**src/rtl/empaquetador_escritura_mem.sv**
```systemverilog
// Packs a stream of 8-bit filtered pixels into little-endian memory words and
// issues one held write per word to the off-chip port, from a base address.
module empaquetador_escritura_mem #(
  parameter int BITS_DIRECCION_MEM = 14,
  parameter int BITS_MEMORY_DATA   = 32
) (
  input  logic                          clk,
  input  logic                          reset,
  input  logic                          iniciar,
  input  logic [BITS_DIRECCION_MEM-1:0] direccion_mem_inicio_resultado,
  input  logic [BITS_DIRECCION_MEM-1:0] escrituras_totales_mem,
  input  logic [7:0]                    pixel_resultado,
  input  logic                          pixel_valido,
  input  logic                          escritura_mem_completada,
  output logic                          listo_para_pixel,
  output logic                          write_mem,
  output logic [BITS_DIRECCION_MEM-1:0] address_mem,
  output logic [BITS_MEMORY_DATA-1:0]   write_data_mem,
  output logic                          escritura_finalizada
);

  localparam logic [BITS_DIRECCION_MEM-1:0] UNO = 1;

  typedef enum logic [1:0] {IDLE, ACTIVO, FIN} estado_t;

  estado_t                        estado_q, estado_d;
  logic [BITS_DIRECCION_MEM-1:0]  base_q, total_q;
  logic [BITS_DIRECCION_MEM-1:0]  aceptadas_q, completadas_q;
  logic [1:0]                     npix_q;
  logic                           acc_lleno_q;
  logic [BITS_MEMORY_DATA-1:0]    acc_q, hold_q;
  logic                           write_q;

  logic                           arranque, listo, acepta, libera, hold_libre;
  logic                           palabra_nueva, carga_hold, ultima;
  logic [BITS_DIRECCION_MEM-1:0]  completadas_inc;
  logic [BITS_MEMORY_DATA-1:0]    acc_con_pixel;

  assign arranque        = iniciar && (estado_q != ACTIVO);
  assign listo           = (estado_q == ACTIVO) && !acc_lleno_q && (aceptadas_q < total_q);
  assign acepta          = listo && pixel_valido;
  assign libera          = write_q && escritura_mem_completada;
  assign hold_libre      = !write_q || libera;
  assign palabra_nueva   = acepta && (npix_q == 2'd3);
  // A parked full word or a word completing now both go to the hold register
  // as soon as it is empty or being released on this edge.
  assign carga_hold      = hold_libre && (acc_lleno_q || palabra_nueva);
  assign completadas_inc = completadas_q + UNO;
  assign ultima          = libera && (completadas_inc == total_q);

  always_comb begin
    acc_con_pixel = acc_q;
    acc_con_pixel[{npix_q, 3'b000} +: 8] = pixel_resultado;
  end

  always_ff @(posedge clk) begin
    if (reset) estado_q <= IDLE;
    else       estado_q <= estado_d;
  end

  always_comb begin
    estado_d = estado_q;
    case (estado_q)
      IDLE, FIN: if (iniciar) estado_d = (escrituras_totales_mem == '0) ? FIN : ACTIVO;
      ACTIVO:    if (ultima) estado_d = FIN;
      default:   estado_d = IDLE;
    endcase
  end

  always_comb begin
    listo_para_pixel     = listo;
    write_mem            = write_q;
    address_mem          = base_q + completadas_q;
    write_data_mem       = hold_q;
    escritura_finalizada = (estado_q == FIN);
  end

  always_ff @(posedge clk) begin
    if (reset) begin
      base_q        <= '0;
      total_q       <= '0;
      aceptadas_q   <= '0;
      completadas_q <= '0;
      npix_q        <= '0;
      acc_lleno_q   <= 1'b0;
      acc_q         <= '0;
      hold_q        <= '0;
      write_q       <= 1'b0;
    end else if (arranque) begin
      base_q        <= direccion_mem_inicio_resultado;
      total_q       <= escrituras_totales_mem;
      aceptadas_q   <= '0;
      completadas_q <= '0;
      npix_q        <= '0;
      acc_lleno_q   <= 1'b0;
      acc_q         <= '0;
      write_q       <= 1'b0;
    end else begin
      if (acepta) begin
        npix_q <= npix_q + 2'd1;
        acc_q  <= acc_con_pixel;
      end
      if (palabra_nueva) aceptadas_q <= aceptadas_q + UNO;
      if (carga_hold) begin
        hold_q      <= acc_lleno_q ? acc_q : acc_con_pixel;
        acc_lleno_q <= 1'b0;
      end else if (palabra_nueva) begin
        acc_lleno_q <= 1'b1;
      end
      if (carga_hold)  write_q <= 1'b1;
      else if (libera) write_q <= 1'b0;
      if (libera) completadas_q <= completadas_inc;
    end
  end

endmodule

```
**config.mk**
```make
export PLATFORM = sky130hd
export DESIGN_NAME = empaquetador_escritura_mem
export DESIGN_NICKNAME = d
export VERILOG_FILES = /design/src/rtl/empaquetador_escritura_mem.sv
export SDC_FILE = /design/constraint.sdc
export NUM_CORES = 1
export LEC_CHECK = 0
export CAP_MARGIN = 20
export CORE_ASPECT_RATIO = 1.25
export CORE_UTILIZATION = 55
export CTS_CLUSTER_SIZE = 40
export DETAILED_ROUTE_END_ITERATION = 7
export PLACE_DENSITY_LB_ADDON = 0.08
export SYNTH_ARGS = -nofsm -noshare
export SYNTH_HDL_FRONTEND = slang
export SYNTH_SLANG_ARGS = --single-unit
```
**constraint.sdc**
```tcl
create_clock -name clk -period 3 [get_ports clk]
set_clock_uncertainty 0.1 [all_clocks]
set_input_delay 0.45 -clock clk [delete_from_list [all_inputs] [get_ports clk]]
set_output_delay 0.45 -clock clk [all_outputs]
set_load 0.005 [all_outputs]
```
# --- After elaboration in Yosys (flattened, before gate mapping) ---
# Cells that the tools add are included.
classes:
  bitwise: 1
  eq_ne: 7
  shift: 2
  order_cmp: 1
  mux: 8
  reduce_logical: 20
  addsub: 5
ops:
  columns: ["op", "n"]
  rows:
  - ["$bwmux 32", 1]
  - ["$mux 32", 1]
  - ["$shift 8x7->32 const A", 1]
  - ["$shiftx 8x7->32", 1]
  - ["$add 14x1->14 const B", 2]
  - ["$add 14x14->14", 1]
  - ["$eq 14x14->1", 1]
  - ["$logic_not 14->1", 1]
  - ["$lt 14x14->1", 1]
  - ["$logic_and 1x1->1", 8]
  - ["$neg 5->7", 1]
  - ["$mux 2", 3]
  - ["$eq 2x2->1 const B", 2]
  - ["$ne 2x2->1 const B", 2]
  - ["$pmux 2 s2", 1]
  - ["$reduce_and 2->1", 2]
  - ["$reduce_or 2->1", 2]
  - ["$reduce_or 3->1", 1]
  - ["$add 2x1->2 const B", 1]
  - ["$eq 2x1->1 const B", 1]
  - ["$logic_not 1->1", 2]
  - ["$logic_not 2->1", 1]
  - ["$logic_or 1x1->1", 2]
  - ["$mux 1", 2]
  - ["3 further kinds", 3]
totals:
  output_inout_bits: 49
  word_cells: 54
  reg_bits: 126

# --- Longest topological paths before layout ---
# Gate-level depths: netlist of run 1.
depth:
  ltp_word: 8
  depth_mapped: 10
  depth_no_buf: 9

# --- Least setup slack after synthesis of run 1 ---
# OpenSTA, ideal clock, no wires.
synth_timing:
  kind: "register to output"
  start: "reg completadas_q[0]"
  end: "out address_mem[10]"
  stages_incl_launch_ff: 10
  setup_slack_ps: 511
  n_path_buf: 0
  arrival_time_ps: 1939
  t_required_ps: 2450
  path_cell_list: "dfxtp_1 ha_1 inv_1 fa_1 nor2b_1 o21a_1 o21ai_0 nand2_1 a21oi_1 o311ai_0"
synth_via:
  elab_chain_len: 1
synth_rtl:
  columns: ["element", "line", "source"]
  rows:
  - ["start, declared", "28", "logic [BITS_DIRECCION_MEM-1:0] aceptadas_q, completadas_q;"]
  - ["start signal, assigned", "112", "if (libera) completadas_q <= completadas_inc;"]
  - ["$add 14x14->14", "73", "address_mem = base_q + completadas_q;"]
  - ["end, declared", "17", "output logic [BITS_DIRECCION_MEM-1:0] address_mem,"]
# No other way between the ends.

# --- Worst setup path after layout of run 1 ---
# Same ends and word-level chain as after synthesis.

==> results of run 1 <==
## how the worst max path moves through the flow
stage	cells after the start	endpoint	start
finish	12	address_mem[10]	completadas_q[0]
global route	12	address_mem[10]	completadas_q[0]
CTS	8	address_mem[13]	completadas_q[1]
detailed placement	10	address_mem[10]	completadas_q[0]
global placement	10	address_mem[12]	base_q[0]
floorplan	9	address_mem[10]	completadas_q[0]
## synthesized netlist by cell type, types with 3 or more instances
master / instances / area, um^2
and4_1: 4 / 35.0
nand4_1: 13 / 81.3
nand2_1: 91 / 342
and2_1: 4 / 25.0
a221oi_2: 31 / 465
buf_2: 16 / 80.1
inv_1: 63 / 236
a221oi_1: 34 / 298
a21oi_1: 79 / 395
o31ai_1: 7 / 52.6
nor2b_1: 5 / 31.3
o21ai_1: 3 / 15.0
buf_1: 13 / 48.8
a32oi_1: 9 / 78.8
o21ai_0: 39 / 195
nand2b_1: 13 / 81.3
mux2i_1: 4 / 40.0
o21a_1: 3 / 22.5
xor2_1: 16 / 140
a21o_1: 5 / 37.5
nand3_1: 40 / 200
xnor2_1: 20 / 175
buf_6: 3 / 33.8
nor2_1: 43 / 161
nor4_1: 8 / 50.1
nor3_1: 7 / 35.0
dfxtp_1: 126 / 2520
a221o_1: 3 / 30.0
ha_1: 33 / 413
o211a_1: 3 / 30.0
or3_1: 10 / 62.6
a211oi_1: 5 / 37.5
clkbuf_1: 29 / 109
o211ai_1: 3 / 22.5
or4_1: 8 / 60.1
## per-layer routing
| metal | track usage | vias to the layer above |
|---|---|---|
| met2 | 0.546 | 282 |
| met4 | 0.185 | 0 |
| li1 | - | 3203 |
| met1 | 0.330 | 3218 |
| met5 | 0 | - |
| met3 | 0.0742 | 69 |
## worst reg2reg max path: cells and delay by family, from the launching register on
| family | cells | cell delay [ns] |
|---|---|---|
| buffers and inverters | 2 | 0.25 |
| DFF | 1 | 0.35 |
| and+or+nand+nor | 3 | 0.95 |
| adders and majority gates | 1 | 0.25 |
| AOI/OAI and AO/OA | 3 | 0.91 |
## power by group
group / internal, mW / total [mW] / leakage (nW) / switching, mW
logic: 0.255 / 0.646 / 1.76 / 0.391
clock network: 1.23 / 2.05 / 0.281 / 0.815
registers: 1.71 / 1.75 / 1.02 / 0.0376
total: 3.20 / 4.44 / 3.06 / 1.24
## layout make-up
class	count	area [um^2]	area share
clock inverter	15	159	0.0178
timing repair buffer	135	1230	0.138
inverter	63	239	0.0268
clock buffer	17	425	0.0477
multi-input combinational	576	4120	0.462
sequential	126	2530	0.284
tap	164	205	0.0230
## through the flow
| stage | worst slack (ns) | std cells | hold slack [ns] | cell area (um^2) |
|---|---|---|---|---|
| 2_1_floorplan | 0.511 | 826 | 0.341 | 6970 |
| 3_3_place_gp | -0.0190 | 1056 | 0.349 | 8100 |
| 3_5_place_dp | -0.0583 | 1056 | 0.353 | 8100 |
| 4_1_cts | 0.0129 | 1093 | 0.363 | 8810 |
| 5_1_grt | -0.105 | 1096 | 0.371 | 8910 |
| 6_report | 0.0227 | 1096 | 0.360 | 8910 |
## state kept, by name, summed over array words and instances (netlist names)
| register | flops |
|---|---|
| total_q | 14 |
| aceptadas_q | 14 |
| npix_q | 2 |
| acc_lleno_q | 1 |
| completadas_q | 14 |
| write_data_mem | 32 |
| base_q | 14 |
| estado_q | 2 |
| write_mem | 1 |
| acc_q | 32 |
## placed cells by master (no fill, tap or decap), types with 4 or more instances in the layout
cell type,instances
a21o_1,5
nand2_1,90
a221oi_2,31
dfxtp_1,116
clkbuf_16,17
inv_6,6
xnor2_1,20
nand2b_1,11
dfxtp_2,10
a21oi_1,75
xor2_1,16
nand3_1,40
mux2i_1,4
or4_1,8
nor2_1,43
a21oi_2,5
a221oi_1,34
a32oi_1,9
clkdlybuf4s50_1,79
and2_1,4
ha_4,8
ha_1,24
nor2b_1,4
buf_2,4
nand4_1,13
or3_1,10
and4_1,4
nor4_1,8
o21ai_0,38
o31ai_1,7
dlygate4sd2_1,5
inv_1,62
buf_4,41
nor3_1,7
## logic make-up (layout without fill, tap and decap cells)
family / Yosys count / count (layout) / share of synthesized area
compound gates: 245 / 245 / 0.270
buf+inv: 124 / 230 / 0.0728
simple gates: 257 / 257 / 0.182
mux: 4 / 4 / 0.00574
xor+xnor: 36 / 36 / 0.0452
fa+ha+maj: 34 / 34 / 0.0621
flops: 126 / 126 / 0.362
## repair_timing
action / 4_1_cts / 5_1_grt
endpoints found under the setup margin: 10 / 33
endpoints found under the hold margin: 0 / 0
pin swaps: 14 / 14
setup buffers: 5 / 2
gates resized for setup: 43 / 19
==> out/metrics.csv, run 1 <==
stage,metric,value,unit
job,cap_violations,0,
floorplanning,pin_count,90,
timing,rsz0062_at_grt,true,
cells_and_area,syn2layout_area_growth,27.8,%
timing,setup_tns,0,ns
floorplanning,die_width,103,um
setup_path,critPathTopFamily,compound AO/OA/AOI/OAI gates,
worst_hold_path,whs_path_depth,2,
setup_path,max_stage_delay,0.34,ns
place,portBuffers,89,
synthesis,synth_seq_cells,126,
routing,num_vias,6772,
routing,drt-initial-drc-count,425,
routing,routed_wl,20.0,mm
power_and_ir_drop,power_density,498,nW/um^2
power_and_ir_drop,power,4.44,mW
synthesis,synth.yosys.seq_area_share,0.362,
global_routing,first_global_vias,6610,
setup_path,end_kind,output port,
power_and_ir_drop,ir_worst_vdd,0.374,mV
timing,fmax,0.336,GHz
worst_hold_path,hold_end,write_data_mem[18],
setup_path,reg2reg_slack,0.13,ns
routing,ant_nets,0,
floorplanning,coreArea,12300,um^2
timing,relSlewSlack,0.532,
cells_and_area,nets,994,
worst_hold_path,hp-start,write_data_mem[18],
cts,cts-buffers-inserted,17,
routing,drc,0,
cells_and_area,drive_above_1_share,0.167,
setup_path,cp_max_fo,2,
setup_path,cp_cell_sequence,ha_4 > inv_4 > fa_2 > nor2b_1 > o21a_1 > o21ai_2 > buf_6 > nand2_2 > buf_6 > a211o_1 > o311ai_1 > buf_2,
timing,finalHoldViolations,0,
synthesis,ys.warnings.count,0,
routing,dr_wl_met3,1.20,mm
setup_path,slowest_stage,dfxtp_2,
routing,wl_per_cell,18.3,um
setup_path,worstPathRequired,2.45,ns
floorplanning,dieArea,13100,um^2
routing,wl_met2,10.4,mm
setup_path,reg2reg_depth,9,
cts,ctsHoldBuffers,0,
timing,setup_viol,0,
place,place_congestion,0.897,
outcome,status,completed,
setup_path,cp_data_arrival_time,2.43,ns
setup_path,path_buf_inv,4,
worst_hold_path,min_path_type,reg -> reg,
setup_path,r2r-start,completadas_q[0],
global_routing,grt_pass1_wl,31.6,mm
synthesis,synthCells,826,
synthesis,ys.flop_type,dfxtp_1,
timing,post-route-min-period,2.98,ns
timing,worstMarginPinSlew,0.695,ns
timing,timing.final.crit_share,0.992,
cts,h-tree-depth,4,
synthesis,syn_nets,901,
cts,cts-root-buf,clkbuf_16,
cells_and_area,num_antenna_cells,0,
global_routing,grt_max_degree,35,
routing,highest_layer,met4,
synthesis,synthArstFlopShare,0,
floorplanning,start_util,0.568,
global_routing,grt_usage,0.310,
timing,slew_viol_final,0,
setup_path,rr_endpoint,estado_q[1],
power_and_ir_drop,p_leak,3.06,nW
floorplanning,die_height,128,um
setup_path,critPathLaunchType,register,
cts,cts_sinks,126,
global_routing,antenna_found_initial,0,
floorplanning,rows,45,
cts,clock_path_buffers,2,
cells_and_area,fin_util,0.726,
routing,drt-pass1-iter-count,5,
synthesis,syn_avg_cell_area,8.44,um^2
synthesis,synth_edf_count,0,
cts,path_clk_slew,0.06,ns
global_routing,grt-ovfl-total,0,
cts,cts_tree,built,
cts,clk_latency,0.42,ns
cells_and_area,nFillCells,1021,
setup_path,crit_path_frequent_cell,buf_6,
setup_path,crit_type,reg -> out,
synthesis,syn-cell-area,6970,um^2
routing,wl_met1,7.51,mm
routing,viasPerCell,6.18,
place,hpwl,13.6,mm
synthesis,yosysUniqueCellTypes,63,
No activity file was read; power rests on OpenSTA's default activity.
==> inputs of run 2 (changes only) <==
--- a/config.mk
+++ b/config.mk
@@ -6,11 +6,15 @@
 export NUM_CORES = 1
 export LEC_CHECK = 0
 export CAP_MARGIN = 20
+export CELL_PAD_IN_SITES_DETAIL_PLACEMENT = 0
+export CELL_PAD_IN_SITES_GLOBAL_PLACEMENT = 1
 export CORE_ASPECT_RATIO = 1.25
-export CORE_UTILIZATION = 55
+export CORE_MARGIN = 2
+export CORE_UTILIZATION = 42
 export CTS_CLUSTER_SIZE = 40
 export DETAILED_ROUTE_END_ITERATION = 7
 export PLACE_DENSITY_LB_ADDON = 0.08
+export SLEW_MARGIN = 20
 export SYNTH_ARGS = -nofsm -noshare
 export SYNTH_HDL_FRONTEND = slang
 export SYNTH_SLANG_ARGS = --single-unit
==> out/metrics.csv, run 2 (synthesized netlist as in run 1, its figures left out) <==
stage,metric,value,unit,change
global_routing,grt_pass1_wl,32.6,mm,was 31.6 mm
power_and_ir_drop,power_density,497,nW/um^2,was 498 nW/um^2
routing,num_vias,6603,,was 6772
cells_and_area,num_antenna_cells,0,,unchanged
power_and_ir_drop,ir_worst_vdd,0.322,mV,was 0.374 mV
place,portBuffers,89,,unchanged
cts,cts_sinks,126,,unchanged
cells_and_area,nets,994,,unchanged
worst_hold_path,min_path_type,reg -> reg,,unchanged
routing,wl_per_cell,17.4,um,was 18.3 um
routing,ant_nets,0,,unchanged
cts,cts-buffers-inserted,17,,unchanged
timing,finalHoldViolations,0,,unchanged
timing,relSlewSlack,0.426,,was 0.532
routing,drt-initial-drc-count,369,,was 425
power_and_ir_drop,p_clk_frac,0.462,,was 0.461
cells_and_area,drive_above_1_share,0.172,,was 0.167
cts,h-tree-depth,4,,unchanged
routing,drc,0,,unchanged
setup_path,end_kind,output port,,unchanged
routing,routed_wl,20.0,mm,about the same
global_routing,first_global_vias,6654,,was 6610
routing,viasPerCell,5.75,,was 6.18
timing,rsz0062_at_grt,true,,unchanged
setup_path,worstPathRequired,2.45,ns,about the same
floorplanning,start_util,0.430,,was 0.568
global_routing,grt-ovfl-total,0,,unchanged
setup_path,reg2reg_slack,0.18,ns,was 0.13 ns
floorplanning,rows,52,,was 45
global_routing,antenna_found_initial,0,,unchanged
setup_path,cp_data_arrival_time,2.38,ns,was 2.43 ns
cells_and_area,final_cell_mix,"114 x dfxtp_1, 90 x nand2_1, 79 x clkdlybuf4s50_1",,"was 116 x dfxtp_1, 90 x nand2_1, 79 x clkdlybuf4s50_1"
timing,slew_viol_final,0,,unchanged
place,hpwl,14.4,mm,was 13.6 mm
timing,setup_viol,0,,unchanged
setup_path,crit_type,reg -> out,,unchanged
setup_path,critPathLaunchType,register,,unchanged
floorplanning,die_height,148,um,was 128 um
power_and_ir_drop,switchingPower,1.21,mW,was 1.24 mW
setup_path,cp_max_fo,3,,was 2
cells_and_area,final_common_cell,dfxtp_1,,unchanged
cells_and_area,design_area,8950,um^2,was 8910 um^2
global_routing,grt_max_degree,49,,was 35
cells_and_area,syn2layout_area_growth,28.3,%,was 27.8%
place,place_congestion,0.821,,was 0.897
place,placed_cells,1111,,was 1056
timing,worstMarginPinSlew,0.855,ns,was 0.695 ns
timing,timing.final.crit_share,0.978,,was 0.992
routing,drt-pass1-iter-count,5,,unchanged
global_routing,grt_usage,0.230,,was 0.310
cts,cts_tree,built,,unchanged
place,dpl_cell_area,8190,um^2,was 8100 um^2
cells_and_area,fin_util,0.552,,was 0.726
outcome,status,completed,,unchanged
timing,post-route-min-period,2.93,ns,was 2.98 ns
power_and_ir_drop,p_leak,3.07,nW,was 3.06 nW
power_and_ir_drop,pwr-share-seq,0.394,,about the same
cts,path_clk_slew,0.06,ns,about the same
job,cap_violations,0,,unchanged
floorplanning,die_width,119,um,was 103 um
cts,clock_path_buffers,2,,unchanged
floorplanning,coreArea,16200,um^2,was 12300 um^2
floorplanning,pin_count,90,,unchanged
timing,fmax,0.341,GHz,was 0.336 GHz
power_and_ir_drop,power.share.combinational,0.144,,was 0.145
power_and_ir_drop,p_int,3.23,mW,was 3.20 mW
cts,clk_latency,0.42,ns,about the same
floorplanning,dieArea,17700,um^2,was 13100 um^2
cts,cts-root-buf,clkbuf_16,,unchanged
power_and_ir_drop,switching_share,0.272,,was 0.280
cells_and_area,stdcell_count,1148,,was 1096
run 2: routing by layer:
layer | share of wire | global-route usage | wire length [um]
met5 | 0 | 0 | 0
met4 | 0.023 | 0.0911 | 451
met3 | 0.040 | 0.0406 | 802
met2 | 0.54 | 0.433 | 10700
met1 | 0.40 | 0.253 | 8010
run 2: worst max-delay path, stage by stage, from the launching register on:
cell and delay [ns]:
dfxtp_2 0.33, ha_4 0.16, inv_2 0.05, fa_2 0.19
nor2b_1 0.05, o21a_1 0.19, o21ai_2 0.21, nand2_2 0.11
buf_6 0.14, a211o_1 0.30, o311ai_2 0.08, buf_2 0.16
run 2: power groups by stage:
stage,clock (mW),sequential [mW],combinational (mW)
2_1_floorplan,0,1.77,0.393
5_1_grt,2.16,1.76,0.703
4_1_cts,2.09,1.75,0.635
3_3_place_gp,0,1.78,0.626
6_report,2.05,1.75,0.639
3_5_place_dp,0,1.78,0.637
run 2: worst paths after layout:
path                            from                  to  cells after the start
setup reg to reg      aceptadas_q[9]     aceptadas_q[12]                      7
setup / recovery           base_q[0]     address_mem[10]                     11
hold / removal    write_data_mem[26]  write_data_mem[26]                      2
hold reg to reg   write_data_mem[26]  write_data_mem[26]                      2
run 2: repair_timing:
item	4_1_cts	5_1_grt
endpoints found under the setup margin	9	31
buffers inserted	5	2
pin swaps	15	11
hold buffers	0	0
resized for setup	44	21
run 2: stage by stage:
step / TNS (ns) / worst slack, ns / hold WS [ns] / total power, mW
5_1_grt: -0.499 / -0.0460 / 0.374 / 4.62
3_5_place_dp: -0.230 / -0.124 / 0.351 / 2.42
2_1_floorplan: 0 / 0.511 / 0.341 / 2.16
4_1_cts: -0.135 / -0.122 / 0.361 / 4.47
3_3_place_gp: -0.116 / -0.116 / 0.349 / 2.41
6_report: 0 / 0.0654 / 0.361 / 4.44
run 2: layout make-up:
cell class              count  area [um^2]
clock buffers              19          453
clock inverters            13          140
fillers                  1501         7250
inverters                  63          236
multi-input cells         576         4080
flip-flops and latches    126         2540
well taps                 216          270
repair buffers            135         1230
